File: src/rtl/instr_fetch_if.sv
// Instruction-fetch bus bundle: ROM read port, pipeline control inputs and
// the IF/ID register outputs seen by decode.
// Optional macro: FETCH_PERF_CNT_EN adds the fetch_count/stall_count signals.
interface instr_fetch_if;
    logic [9:0]  rom_addr;
    logic [31:0] rom_data;
    logic        stall;
    logic        redirect;
    logic [31:0] redirect_pc;
    logic [31:0] id_instr;
    logic [31:0] id_pc;
    logic [31:0] id_pc4;
    logic        id_valid;
    logic        halted;
`ifdef FETCH_PERF_CNT_EN
    logic [31:0] fetch_count;
    logic [31:0] stall_count;

    // Fetch stage side: drives the ROM address and the IF/ID outputs.
    modport master (
        output rom_addr, id_instr, id_pc, id_pc4, id_valid, halted,
               fetch_count, stall_count,
        input  rom_data, stall, redirect, redirect_pc
    );

    // Environment side: ROM plus the pipeline control logic.
    modport slave (
        input  rom_addr, id_instr, id_pc, id_pc4, id_valid, halted,
               fetch_count, stall_count,
        output rom_data, stall, redirect, redirect_pc
    );
`else
    // Fetch stage side: drives the ROM address and the IF/ID outputs.
    modport master (
        output rom_addr, id_instr, id_pc, id_pc4, id_valid, halted,
        input  rom_data, stall, redirect, redirect_pc
    );

    // Environment side: ROM plus the pipeline control logic.
    modport slave (
        input  rom_addr, id_instr, id_pc, id_pc4, id_valid, halted,
        output rom_data, stall, redirect, redirect_pc
    );
`endif
endinterface

File: src/rtl/instr_fetch.sv
// Instruction-fetch stage: program counter, ROM word addressing and the IF/ID
// pipeline register, with stall, redirect and halt-word stop.
// Optional macro: FETCH_PERF_CNT_EN enables saturating fetch/stall counters.
module instr_fetch #(
    parameter logic [31:0] PC_RESET  = 32'h0000_0000,
    parameter logic [31:0] HALT_WORD = 32'hFFFF_FFFF
) (
    input logic          clk,
    input logic          rst,
    instr_fetch_if.master bus
);

    typedef enum logic [1:0] {START, RUN, HALT} state_t;

    state_t      state;
    logic [31:0] pc;
    logic [31:0] id_instr;
    logic [31:0] id_pc;
    logic [31:0] id_pc4;
    logic        id_valid;

    // The ROM is word addressed and only 4 KB deep, so the upper pc bits wrap.
    assign bus.rom_addr = pc[11:2];
    assign bus.id_instr = id_instr;
    assign bus.id_pc    = id_pc;
    assign bus.id_pc4   = id_pc4;
    assign bus.id_valid = id_valid;
    assign bus.halted   = (state == HALT);

    // Main sequencer: redirect beats stall, stall beats fetch, halt word parks fetch.
    always_ff @(posedge clk or posedge rst) begin
        if (rst) begin
            state    <= START;
            pc       <= PC_RESET;
            id_instr <= 32'h0;
            id_pc    <= 32'h0;
            id_pc4   <= 32'h0;
            id_valid <= 1'b0;
        end else begin
            case (state)
                START: begin
                    if (bus.redirect) begin
                        pc       <= bus.redirect_pc & 32'hFFFF_FFFC;
                        id_instr <= 32'h0;
                        id_valid <= 1'b0;
                    end
                    state <= RUN;
                end
                RUN: begin
                    if (bus.redirect) begin
                        pc       <= bus.redirect_pc & 32'hFFFF_FFFC;
                        id_instr <= 32'h0;
                        id_valid <= 1'b0;
                    end else if (!bus.stall) begin
                        id_instr <= bus.rom_data;
                        id_pc    <= pc;
                        id_pc4   <= pc + 32'd4;
                        id_valid <= 1'b1;
                        if (bus.rom_data == HALT_WORD) begin
                            state <= HALT;
                        end else begin
                            pc <= pc + 32'd4;
                        end
                    end
                end
                HALT: begin
                    if (bus.redirect) begin
                        pc       <= bus.redirect_pc & 32'hFFFF_FFFC;
                        id_instr <= 32'h0;
                        id_valid <= 1'b0;
                        state    <= RUN;
                    end else if (!bus.stall) begin
                        id_valid <= 1'b0;
                    end
                end
                default: state <= START;
            endcase
        end
    end

`ifdef FETCH_PERF_CNT_EN
    logic [31:0] fetch_count;
    logic [31:0] stall_count;

    assign bus.fetch_count = fetch_count;
    assign bus.stall_count = stall_count;

    // Saturating counters of fetch edges (halt word included) and stalled edges.
    always_ff @(posedge clk or posedge rst) begin
        if (rst) begin
            fetch_count <= 32'h0;
            stall_count <= 32'h0;
        end else begin
            if (state == RUN && !bus.redirect && !bus.stall &&
                fetch_count != 32'hFFFF_FFFF) begin
                fetch_count <= fetch_count + 32'd1;
            end
            if (state != START && bus.stall && !bus.redirect &&
                stall_count != 32'hFFFF_FFFF) begin
                stall_count <= stall_count + 32'd1;
            end
        end
    end
`endif

endmodule

File: src/flat_wrapper.sv
// flat-port wrapper written by rule: the top's interface ports become plain ports
module instr_fetch_flat 
#(
    parameter logic [31:0] PC_RESET  = 32'h0000_0000,
    parameter logic [31:0] HALT_WORD = 32'hFFFF_FFFF
)
  (clk, rst, bus_rom_addr, bus_id_instr, bus_id_pc, bus_id_pc4, bus_id_valid, bus_halted, bus_rom_data, bus_stall, bus_redirect, bus_redirect_pc);
  instr_fetch_if bus_i ();
  input logic clk;
  input logic rst;
  output wire logic [$bits(bus_i.rom_addr)-1:0] bus_rom_addr;
  output wire logic [$bits(bus_i.id_instr)-1:0] bus_id_instr;
  output wire logic [$bits(bus_i.id_pc)-1:0] bus_id_pc;
  output wire logic [$bits(bus_i.id_pc4)-1:0] bus_id_pc4;
  output wire logic [$bits(bus_i.id_valid)-1:0] bus_id_valid;
  output wire logic [$bits(bus_i.halted)-1:0] bus_halted;
  input wire logic [$bits(bus_i.rom_data)-1:0] bus_rom_data;
  input wire logic [$bits(bus_i.stall)-1:0] bus_stall;
  input wire logic [$bits(bus_i.redirect)-1:0] bus_redirect;
  input wire logic [$bits(bus_i.redirect_pc)-1:0] bus_redirect_pc;
  assign bus_rom_addr = bus_i.rom_addr;
  assign bus_id_instr = bus_i.id_instr;
  assign bus_id_pc = bus_i.id_pc;
  assign bus_id_pc4 = bus_i.id_pc4;
  assign bus_id_valid = bus_i.id_valid;
  assign bus_halted = bus_i.halted;
  assign bus_i.rom_data = bus_rom_data;
  assign bus_i.stall = bus_stall;
  assign bus_i.redirect = bus_redirect;
  assign bus_i.redirect_pc = bus_redirect_pc;
  instr_fetch #(.PC_RESET(PC_RESET), .HALT_WORD(HALT_WORD)) u_core (.clk(clk), .rst(rst), .bus(bus_i));
endmodule
File: config.mk
export PLATFORM = sky130hd
export DESIGN_NAME = instr_fetch_flat
export DESIGN_NICKNAME = d
export VERILOG_FILES = /design/src/rtl/instr_fetch_if.sv /design/src/rtl/instr_fetch.sv /design/src/flat_wrapper.sv
export SDC_FILE = /design/constraint.sdc
export NUM_CORES = 1
export LEC_CHECK = 0
export ABC_AREA = 1
export BUFFER_PORTS_ARGS = -buffer_cell sky130_fd_sc_hd__buf_2
export CAP_MARGIN = 20
export CORE_UTILIZATION = 40
export CTS_BUF_LIST = sky130_fd_sc_hd__clkbuf_4
export CTS_CLUSTER_DIAMETER = 60
export DETAILED_ROUTE_END_ITERATION = 16
export PLACE_DENSITY = 0.65
export RECOVER_POWER = 25
export SLEW_MARGIN = 20
export SYNTH_ARGS = -nofsm -noshare
export SYNTH_HDL_FRONTEND = slang
export SYNTH_SLANG_ARGS = --single-unit
File: constraint.sdc
create_clock -name clk -period 5 [get_ports clk]
set_input_delay 0.5 -clock clk [delete_from_list [all_inputs] [get_ports clk]]
set_output_delay 0.5 -clock clk [all_outputs]
set_load 0.01 [all_outputs]
==> Yosys cells after proc, flatten, opt, wreduce, memory -nomap -nowiden <==
Cells that the tools add are included.
{ "totals": {"out_inout_bits": 108, "regBits": 131, "inputBits": 68} }
{ "op_classes": {"mux": 20, "bitwise_logic": 2, "n_eq_ne": 12, "reduce_logical": 9, "add_sub_neg": 1} }
{ "op_table": {"columns": ["operator", "count"], "rows": [
  ["32-bit two-way mux", 7],
  ["32-bit case mux with 2 select lines", 2],
  ["32-bit by 3-bit adder with 32-bit output, second input constant", 1],
  ["32-bit equality test, second input constant", 1],
  ["4-bit AND reduction", 3],
  ["2-bit two-way mux", 4],
  ["2-bit by 1-bit != test with 1-bit output, second input constant", 3],
  ["2-bit != test, second input constant", 3],
  ["3-bit != test, second input constant", 2],
  ["2-bit case mux with 3 select lines", 1],
  ["3-bit AND reduction", 2],
  ["1-bit two-way mux", 5],
  ["3-bit by 2-bit != test with 1-bit output, second input constant", 1],
  ["1-bit case mux with 3 select lines", 1],
  ["3-bit nonzero test", 1],
  ["2-bit by 1-bit equality test with 1-bit output, second input constant", 1],
  ["2-bit equality test, second input constant", 1],
  ["2-bit zero test", 1],
  ["1-bit inverter", 2],
  ["2-bit nonzero test", 1],
  ["2-bit OR reduction", 1]
]} }

==> Logic depth before layout (Yosys ltp) <==
{ "depth": {"depth_word": 5, "mapped_depth": 12, "depth_no_buf": 11} }

==> Worst setup path after synthesis <==
OpenSTA, ideal clock, no wires.
{ "synth_path": {"kind": "flip-flop to flip-flop", "start": "reg u_core.state[0]", "end": "reg u_core.pc[22]", "synth_period_minus_slack_ps": 1769, "setup_ps": 117, "stages_incl_launch_ff": 10, "slack_ps": 3231, "path_buffers": 1, "arrival_time_ps": 1653, "path_cell_list": "dfrtp_1 > inv_1 > ha_1 > nor2_1 > nand2_1 > inv_2 > clkbuf_1 > nand3_1 > nand2_1 > nand2_1"} }
{ "synth_between": {"elab_chain_len": 4} }
{ "synth_lines": {"columns": ["item", "line_no", "source"], "rows": [
  ["from (decl)", "instr_fetch.sv:15", "state_t state;"],
  ["from (signal assigned)", "instr_fetch.sv:33", "state <= START;"],
  ["from (signal assigned)", "instr_fetch.sv:47", "state <= RUN;"],
  ["from (signal assigned)", "instr_fetch.sv:60", "state <= HALT;"],
  ["2-bit equality test *", null, null],
  ["net bus_halted", "flat_wrapper.sv:16", "output wire logic [$bits(bus_i.halted)-1:0] bus_halted;"],
  ["2-bit OR reduction (no source line) *", null, null],
  ["2-bit by 1-bit != test with 1-bit output (no source line) / 2-bit nonzero test (equally long branches)", null, null],
  ["4-bit AND reduction (no source line)", null, null],
  ["to (signal assigned)", "instr_fetch.sv:43", "pc <= bus.redirect_pc & 32'hFFFF_FFFC;"],
  ["to (signal assigned)", "instr_fetch.sv:51", "pc <= bus.redirect_pc & 32'hFFFF_FFFC;"],
  ["to (signal assigned)", "instr_fetch.sv:62", "pc <= pc + 32'd4;"],
  ["to (decl)", "instr_fetch.sv:16", "logic [31:0] pc;"]
]} }
The timed path passes the listed nets; every way through them passes the cells marked *.
A chain may end at the register's enable or synchronous reset.

==> impl_metrics.csv <==
group,metric,value,unit
final_layout,antenna_cells,0,
outcome,violations,"capacitance limit, slew limit",
global_route,grt_max_degree,85,
final_layout,fin_area,7620,um^2
worst_setup_path,critPathKind,"input port to async pin",
synth,syn-mean-instance-area,7.36,um^2
power_and_ir_drop,power,3230,uW
job,drv_cap,2,
min_path,hold_path_class,"input port to flop",
synth,synthCells,877,
clock_tree,clkSinkCount,125,
worst_setup_path,cp.required,5.23,ns
routing,routed_wl,17100,um
clock_tree,clk_latency,0.53,ns
global_route,grt_overflow,0,
worst_setup_path,r2r_end,"u_core.bus.id_instr[3]",
floorplan,core,15800,um^2
worst_setup_path,cp-endpoint,"u_core.bus.id_pc[25]",
synth,ys_seq_area_share,48.4,%
routing,via_per_inst,4.73,
power_and_ir_drop,pwr-share-comb,32.2,%
synth,yosysTopAreaCell,"dfrtp_1",
sta,tightest_slew,2.10,ns
sta,finalHoldViolations,0,
floorplan,start_util,40.8,%
sta,fin_tns_setup,0,ns
floorplan,die_w,129,um
clock_tree,htree_levels,4,
clock_tree,cts-buffers-inserted,17,
power_and_ir_drop,p_seq_share,45.2,%
synth,yosys_register_bits,125,
floorplan,placementRows,46,
worst_setup_path,startpoint,"rst",
floorplan,die_y,129,um
global_route,grtUsageTotal,21.8,%
synth,synth.area.top_cells,"dfrtp_1 (48%), nand2_1 (18%), o21ai_0 (6.0%), nor2_1 (6.0%), nand3_1 (5.8%)",
global_route,antenna_found_initial,0,
power_and_ir_drop,p_sw_share,38.9,%
clock_tree,post-cts-setup-buffers,0,
worst_setup_path,r2r_slack,1.77,ns
synth,ys_dominant_reg_cell,"dfrtp_1",
power_and_ir_drop,p_int,1970,uW
sta,rsz0062_at_grt,"no",
place,port_buffers,169,
routing,ant_nets,0,
synth,synth_common_cells,"nand2_1 (304), dfrtp_1 (125), nor2_1 (104)",
routing,drc_errors,0,
sta,max_freq,287,MHz
power_and_ir_drop,p_leak,0.00399,uW
synth,synthMostInstantiatedCell,"nand2_1",
clock_tree,cts.clk_slew.worst_paths,0.11,ns
sta,finalSetupViolCount,0,
place,place.gp.congestion,0.854,
worst_setup_path,cp.arrival,3.71,ns
final_layout,area_growth,18.0,%
clock_tree,cts_root_buf,"clkbuf_4",
synth,ys_types,29,
power_and_ir_drop,peakVddDrop,147,uV
sta,max_slew_margin,-40.1,%
sta,period_needed,3.48,ns
power_and_ir_drop,p_sw,1260,uW
place,numPlacedInstances,1223,
floorplan,dieArea,16700,um^2
final_layout,utilization,48.2,%
final_layout,fillCellCount,1674,
clock_tree,cts_tree,"yes",
clock_tree,clock_path_buffers,2,
outcome,run_status,"finished with violations",
routing,first_pass_iters,5,
synth,synth_top_area_share,48.4,%
global_route,grt_pass1_vias,5582,
power_and_ir_drop,clockPowerShare,22.5,%
sta,slew_violations,79,
worst_setup_path,critPathLaunchType,"input port",
worst_setup_path,r2r_cells,8,
synth,synthArstFlopShare,100,%
final_layout,nets,1100,
place,dp.final_hpwl,12200,um
final_layout,drive_above_1_share,20.0,%
global_route,grt_pass1_wl,27900,um
routing,drt_iter0_drc,322,
worst_setup_path,r2r_start,"u_core.state[0]",
worst_setup_path,end_kind,"async pin",
routing,vias,5944,
sta,timing.final.crit_share,69.6,%
worst_setup_path,cp_max_fo,39,
place,place_area,7340,um^2
power_and_ir_drop,power.density,423,nW/um^2
synth,synth.cell_area,6460,um^2
routing,avgRoutedWirePerCell,13.6,um
synth,synth_warnings,0,
final_layout,stdcell_count,1256,
floorplan,ios,176,
synth,synth-edff-count,0,
sta,finClkSkew,0.0188,ns
-- worst min-delay path by stage --
stage / start / endpoint / slack (ns) / depth (start not counted)
floorplan: u_core.pc[31] / u_core.pc[31] / 0.47 / 2
CTS: bus_rom_data[8] / u_core.bus.id_instr[8] / 0.17 / 3
global placement: u_core.bus.id_pc[10] / u_core.bus.id_pc[10] / 0.46 / 2
detailed placement: u_core.bus.id_pc4[12] / u_core.bus.id_pc4[12] / 0.46 / 2
global route: bus_rom_data[17] / u_core.bus.id_instr[17] / 0.19 / 3
finish: bus_rom_data[8] / u_core.bus.id_instr[8] / 0.22 / 3
-- final cells by class --
type	count	area (um^2)	share of cell area, %
Sequential cell	125	3130	41.0
Multi-Input combinational cell	621	2730	35.8
Timing Repair Buffer	175	877	11.5
Inverter	87	328	4.30
Tap cell	216	270	3.55
Clock inverter	14	151	1.99
Clock buffer	18	135	1.77
-- per-stage QoR --
| step | hold WS [ns] | setup slack (ns) |
|---|---|---|
| after global routing | 0.190 | 0.802 |
| after global placement | 0.460 | 1.77 |
| after detailed placement | 0.463 | 1.74 |
| after floorplan | 0.471 | 1.17 |
| final | 0.216 | 1.52 |
| after CTS | 0.171 | 1.75 |
-- flip-flops by register name, summed over array words and instances (netlist names) --
| register | cells |
|---|---|
| u_core.bus.id_pc4 | 30 |
| u_core.bus.id_valid | 1 |
| u_core.bus.id_instr | 32 |
| u_core.pc | 30 |
| u_core.bus.id_pc | 30 |
| u_core.state | 2 |
-- cell families (layout without fill, tap and decap cells) --
kind of cell	count (synthesis)	after routing	share of synthesized area, %
flip-flops	125	125	48.4
AO/OA/AOI/OAI	106	106	8.72
XOR/XNOR	8	8	1.09
other	1	4	0.0581
adder cells (fa/ha/maj)	5	5	0.969
buffers and inverters	134	294	9.46
AND/OR/NAND/NOR	497	497	31.1
multiplexers	1	1	0.155
-- repair_timing --
action                    4_1_cts  5_1_grt
gates resized for setup         0        0
hold endpoints to repair       36        0
hold buffers                    1        0
-- metal layers --
layer	vias up	GRT usage, %	wire [um]
met5	-	0	0
met4	0	5.81	202
met3	13	6.03	1080
met2	192	36.1	7920
met1	2701	28.1	7920
li1	3038	-	-
-- worst max-delay path, stage by stage --
cell and delay [ns]:
dlygate4sd3_1 0.53, buf_2 0.12, clkinvlp_2 0.92, clkbuf_1 1.57
-- cell usage in the layout (no fill, tap or decap), types with 8 or more instances in the layout --
master | synthesis | routed
buf_2 | 9 | 159
clkbuf_4 | 0 | 18
o21ai_1 | 13 | 13
xor2_1 | 8 | 8
a31oi_1 | 12 | 12
inv_1 | 83 | 82
o21ai_0 | 78 | 78
clkbuf_1 | 13 | 11
dfrtp_1 | 125 | 125
nand2_1 | 304 | 303
nand3_1 | 75 | 75
nor2_1 | 104 | 104
-- power groups by stage --
| stage | sequential (uW) | clock (uW) | combinational (uW) |
|---|---|---|---|
| global placement | 1470 | 0 | 1040 |
| floorplan | 1520 | 0 | 666 |
| global route | 1490 | 794 | 1200 |
| finish | 1460 | 727 | 1040 |
| detailed placement | 1470 | 0 | 1060 |
| CTS | 1460 | 749 | 1060 |
No activity file was read; power rests on OpenSTA's default activity.
